### config.mk
export PLATFORM = sky130hd
export DESIGN_NAME = fifo_wr_arbiter
export DESIGN_NICKNAME = d
export VERILOG_FILES = /design/src/rtl/fifo_wr_arbiter.sv
export SDC_FILE = /design/constraint.sdc
export NUM_CORES = 1
export LEC_CHECK = 0
export CAP_MARGIN = 10
export CORE_MARGIN = 2
export CORE_UTILIZATION = 40
export CTS_CLUSTER_DIAMETER = 60
export DETAILED_ROUTE_END_ITERATION = 8
export PLACE_DENSITY = 0.86
export SLEW_MARGIN = 20
export SYNTH_ARGS = -nofsm -noshare
export SYNTH_HDL_FRONTEND = slang
export SYNTH_SLANG_ARGS = --single-unit
export TNS_END_PERCENT = 5
### constraint.sdc
create_clock -name clk -period 3.22 [get_ports clk]
set_input_delay 0.966 -clock clk [delete_from_list [all_inputs] [get_ports clk]]
set_output_delay 0.966 -clock clk [all_outputs]
set_load 0.01 [all_outputs]
### src/rtl/fifo_wr_arbiter.sv
// Round-robin arbiter sharing a single FIFO write port among N_REQ producers.
// Bounded bursts per owner; writes are throttled so a full FIFO is never written.
module fifo_wr_arbiter #(
    parameter int N_REQ      = 4,
    parameter int FIFO_WIDTH = 16,
    parameter int MAX_BURST  = 4,
    localparam int IDX_W     = $clog2(N_REQ)
) (
    input  logic                          clk,
    input  logic                          rst_n,
    input  logic [N_REQ-1:0]              req,
    input  logic [N_REQ*FIFO_WIDTH-1:0]   req_data,
    output logic [N_REQ-1:0]              gnt,
    input  logic                          fifo_full,
    input  logic                          fifo_almostfull,
    input  logic                          fifo_overflow,
    output logic                          fifo_wr_en,
    output logic [FIFO_WIDTH-1:0]         fifo_data_in,
    output logic [IDX_W-1:0]              owner,
    output logic                          ovf_err
);

    localparam int CNT_W = $clog2(MAX_BURST + 1);

    typedef enum logic {
        IDLE  = 1'b0,
        BURST = 1'b1
    } state_t;

    state_t                 state_q, state_d;
    logic [CNT_W-1:0]       cnt_q, cnt_d;
    logic [IDX_W-1:0]       ptr_q, ptr_d;
    logic [IDX_W-1:0]       owner_q, owner_d;
    logic                   wr_en_q, wr_en_d;
    logic [FIFO_WIDTH-1:0]  data_q, data_d;
    logic                   ovf_q, ovf_d;

    logic                   can_write;
    logic                   idle_hit;
    logic [IDX_W-1:0]       idle_idx;
    logic [IDX_W-1:0]       win_idx;
    logic                   transfer;
    logic [FIFO_WIDTH-1:0]  req_word [N_REQ];

    function automatic logic [IDX_W-1:0] rr_index(input logic [IDX_W-1:0] base, input int off);
        int s;
        s = int'(base) + off;
        if (s >= N_REQ) begin
            s = s - N_REQ;
        end
        return IDX_W'(s);
    endfunction

    for (genvar gi = 0; gi < N_REQ; gi++) begin : g_unpack
        assign req_word[gi] = req_data[gi*FIFO_WIDTH +: FIFO_WIDTH];
    end

    // A write already sitting in the output register consumes the last free entry.
    assign can_write = !fifo_full && !(wr_en_q && fifo_almostfull);

    always_comb begin
        idle_hit = 1'b0;
        idle_idx = ptr_q;
        for (int k = 0; k < N_REQ; k++) begin
            if (!idle_hit && req[rr_index(ptr_q, k)]) begin
                idle_hit = 1'b1;
                idle_idx = rr_index(ptr_q, k);
            end
        end
    end

    always_comb begin
        gnt     = '0;
        win_idx = idle_idx;
        if (!rst_n && can_write) begin
            if (state_q == BURST) begin
                win_idx      = owner_q;
                gnt[owner_q] = req[owner_q];
            end else if (idle_hit) begin
                gnt[idle_idx] = 1'b1;
            end
        end
    end

    assign transfer = |(gnt & req);

    always_comb begin
        state_d = state_q;
        cnt_d   = cnt_q;
        ptr_d   = ptr_q;
        owner_d = owner_q;
        wr_en_d = transfer;
        data_d  = data_q;
        ovf_d   = ovf_q | fifo_overflow;

        if (transfer) begin
            data_d  = req_word[win_idx];
            ptr_d   = rr_index(win_idx, 1);
            owner_d = win_idx;
        end

        if (state_q == IDLE) begin
            if (transfer && (MAX_BURST > 1)) begin
                state_d = BURST;
                cnt_d   = CNT_W'(1);
            end
        end else begin
            // Owner withdrawing ends the burst; a stall (req held, no space) keeps it.
            if (!req[owner_q]) begin
                state_d = IDLE;
                cnt_d   = '0;
            end else if (transfer) begin
                if (int'(cnt_q) + 1 == MAX_BURST) begin
                    state_d = IDLE;
                    cnt_d   = '0;
                end else begin
                    cnt_d = cnt_q + CNT_W'(1);
                end
            end
        end
    end

    // rst_n keeps its historical name but is an active-high asynchronous reset.
    always_ff @(posedge clk or posedge rst_n) begin
        if (rst_n) begin
            state_q <= IDLE;
            cnt_q   <= '0;
            ptr_q   <= '0;
            owner_q <= '0;
            wr_en_q <= 1'b0;
            data_q  <= '0;
            ovf_q   <= 1'b0;
        end else begin
            state_q <= state_d;
            cnt_q   <= cnt_d;
            ptr_q   <= ptr_d;
            owner_q <= owner_d;
            wr_en_q <= wr_en_d;
            data_q  <= data_d;
            ovf_q   <= ovf_d;
        end
    end

    assign fifo_wr_en   = wr_en_q;
    assign fifo_data_in = data_q;
    assign owner        = owner_q;
    assign ovf_err      = ovf_q;

endmodule

==> impl_metrics.tcl, run 1 <==
set metrics [dict create \
    start_util_pct 40.9 \
    die_x_um 72.8 \
    numPortBuffers 96 \
    crit_chain "buf_8 -> a21boi_2 -> o21ba_4 -> or3_4 -> o32ai_4 -> buf_6 -> buf_6" \
    design.die.area_um2 5300 \
    layout_min_cycle_time_ps 3310 \
    r2r_end "fifo_data_in[11]$_DFFE_PP0P_" \
    worstMarginPinSlew_ps 763 \
    multi_input_area_um2 1240 \
    min_path_cells 1 \
    avgSynthCellArea_um2 12.8 \
    synth.top_cell.area_share_pct 34.4 \
    register_area_um2 651 \
    grt-ovfl-total 0 \
    die_height_um 72.8 \
    cp_slowest_stage_delay_ps 390 \
    coreArea_um2 4630 \
    synth_seq_cells 26 \
    grt_pass1_vias 1868 \
    crit-reg2reg-launch "ptr_q[1]$_DFFE_PP0P_" \
    crit_top_cell "buf_6" \
    swShare_pct 34.9 \
    cts.sinks 26 \
    synthArstFlopShare_pct 100 \
    htree_levels 1 \
    fin_crit_sh_pct 103 \
    hold_path.class "reg2reg" \
    layout_setup_ws_ps -87.6 \
    hpwlAfterDp_um 4170 \
    violations "negative setup slack" \
    synth_flop_cell "dfrtp_1" \
    slew_viol_final 0 \
    wire_per_inst_um 16.1 \
    hold_viol_final 0 \
    p_total_mw 2.34 \
    drt_iter0_drc 63 \
    numCtsBuffers 3 \
    clk_latency_ps 270 \
    dr.pass1.iters 4 \
    clk_path_buf_depth 2 \
    endpoint "gnt[3]" \
    via_per_inst 5.38 \
    p_comb_share_pct 65.0 \
    crit_arrival_ps 2340 \
    ant_nets 0 \
    rrSetupSlack_ps 480 \
    status "finished with violations" \
    synth_top_cells_by_area "dfrtp_1 (34%), mux4_1 (15%), mux2_4 (9.5%), mux4_2 (5.9%), mux2_2 (3.6%)" \
    slew_headroom_pct 49.1 \
    drc 0 \
    grt.total_usage_pct 20.5 \
    drv_cap 0 \
    area_growth_pct 73.4 \
    final_cell_count_no_fill 331 \
    setup_viol 3 \
    syn_nets 223 \
    rr_worst_depth 8 \
    critPathKind "in2out" \
    cp.required_ps 2250 \
    synth_edf_count 0 \
    grt_max_degree 22 \
    synth_area_leader_cell "dfrtp_1" \
    fp-row-count 25 \
    grt_pass1_wl_um 8510 \
    antenna_found_initial 0 \
    syn_inst 148 \
    drt_wl_total_um 5330 \
    switchingPower_mw 0.814 \
    skew_ps 8.65 \
    ys_warn_count 0 \
    diodes 0 \
    critPathLaunch "req[2]" \
    cts_tree "done" \
    fill_cells 315 \
    rsz0062_at_grt "yes" \
    cpMaxStageDelayCell "or3_4" \
    drive_gt1_share_pct 32.9 \
    max-vdd-ir-drop_mv 0.348 \
    startpoint_type "primary input" \
    fmax_ghz 0.302 \
    io_pins 97 \
    cp_max_fo 4 \
    synth_cell_types 44 \
    final_nets 354 \
    gp_congestion 0.874 \
    vias 1780 \
    internal_power_mw 1.52 \
    seq_area_frac_synth_pct 34.4 \
    cellPowerDensity_nw_per_um2 712 \
    netlist_area_um2 1890 \
    fin_util_pct 70.9 \
    clk_pin_slew_ps 80 \
    cts_root_buf "clkbuf_8" \
    dp_cells 320 \
    end_kind "output port" \
    power_frac_clock_pct 7.8 \
    leakage_nw 1.39 \
    seq_power_share_pct 27.2 \
]
cell families (layout without fill, tap and decap cells):
family                   after synthesis  after routing  share of synthesized area, %
buffers and inverters                 12            141                          5.09
adder cells (fa/ha/maj)                2              2                          1.32
AND/OR/NAND/NOR                       39             39                          11.2
flip-flops                            26             26                          34.4
multiplexers                          37             37                          35.9
AO/OA/AOI/OAI                         32             32                          12.2
metrics by stage:
stage               hold slack, ps  area (um2)  setup WS [ps]  TNS, ps
CTS                            479        3250          -29.3    -41.1
global route                   494        3280           -152     -338
floorplan                      509        1890           48.9        0
detailed placement             455        3090          -1020   -13290
global placement               446        3090           -963   -10970
finish                         474        3280          -87.6     -154
cell usage after synthesis, types with 2 or more instances:
cell / number
mux2_4: 12
nor2b_1: 5
dfrtp_1: 26
nor4b_1: 2
ha_1: 2
nor3_1: 2
nand3_1: 4
nor2_1: 7
mux4_2: 5
o21a_1: 2
or2_2: 2
inv_1: 4
mux2_2: 6
mux4_1: 11
a21oi_1: 8
a21boi_0: 2
mux2i_1: 3
buf_6: 3
o21ai_0: 8
nand2b_1: 3
nand2_1: 8
per-layer routing:
metal  routed length (um)  track usage [%]
met3                  381             5.52
met5                    0                0
met2                 2910             36.8
met4                   68             4.94
met1                 1970             24.4
worst max-delay path: cells and delay by family:
kind                   cells  cell delay, ps
AO/OA/AOI/OAI              3             630
AND/OR/NAND/NOR            1             390
buffers and inverters      3             340
power groups by stage:
stage          sequential (mW)  clock [mW]  combinational (mW)
4_1_cts                  0.632       0.187                1.51
2_1_floorplan            0.641           0               0.849
5_1_grt                  0.661       0.202                1.62
6_report                 0.636       0.182                1.52
3_3_place_gp             0.618           0                1.43
3_5_place_dp             0.630           0                1.47
registers in the layout, summed over array words and instances (netlist names):
name,count
cnt_q,3
fifo_data_in,16
ptr_q,2
owner,2
state_q,1
ovf_err,1
fifo_wr_en,1
what timing repair did:
item	in CTS	in global routing
endpoints found under the hold margin	0	0
endpoints found under the setup margin	20	4
pin swaps	10	2
gates resized for setup	54	9
setup buffers	8	0
hold buffers	0	0
how the worst min path moves through the flow:
stage,start,end
final,ovf_err$_DFF_PP0_,ovf_err$_DFF_PP0_
after global routing,ovf_err$_DFF_PP0_,ovf_err$_DFF_PP0_
after CTS,ovf_err$_DFF_PP0_,ovf_err$_DFF_PP0_
after detailed placement,ovf_err$_DFF_PP0_,ovf_err$_DFF_PP0_
after global placement,ovf_err$_DFF_PP0_,ovf_err$_DFF_PP0_
after floorplan,ovf_err$_DFF_PP0_,ovf_err$_DFF_PP0_
placed cells by master (no fill, tap or decap), types with 7 or more instances in the layout:
| cell type | synthesis | routed |
|---|---|---|
| buf_4 | 0 | 32 |
| clkdlybuf4s50_1 | 0 | 85 |
| dfrtp_1 | 26 | 26 |
| mux2_4 | 12 | 12 |
| mux4_1 | 11 | 11 |
| nand2_1 | 8 | 7 |
| nor2_1 | 7 | 7 |
| o21ai_0 | 8 | 8 |
area by class of cell:
cell class	instances	area share (%)
timing repair buffer	133	38.6
multi-input combinational	110	37.7
sequential	26	19.8
tap	54	2.06
clock buffer	3	1.26
inverter	5	0.572
(Power assumes the default switching activity.)
==> inputs of run 2 (changes only) <==
- CTS_CLUSTER_DIAMETER: 60 -> unset
- CTS_CLUSTER_SIZE: unset -> 28
==> results of run 2 <==
No change in the layout: final DEF, timing and power equal those of run 1.
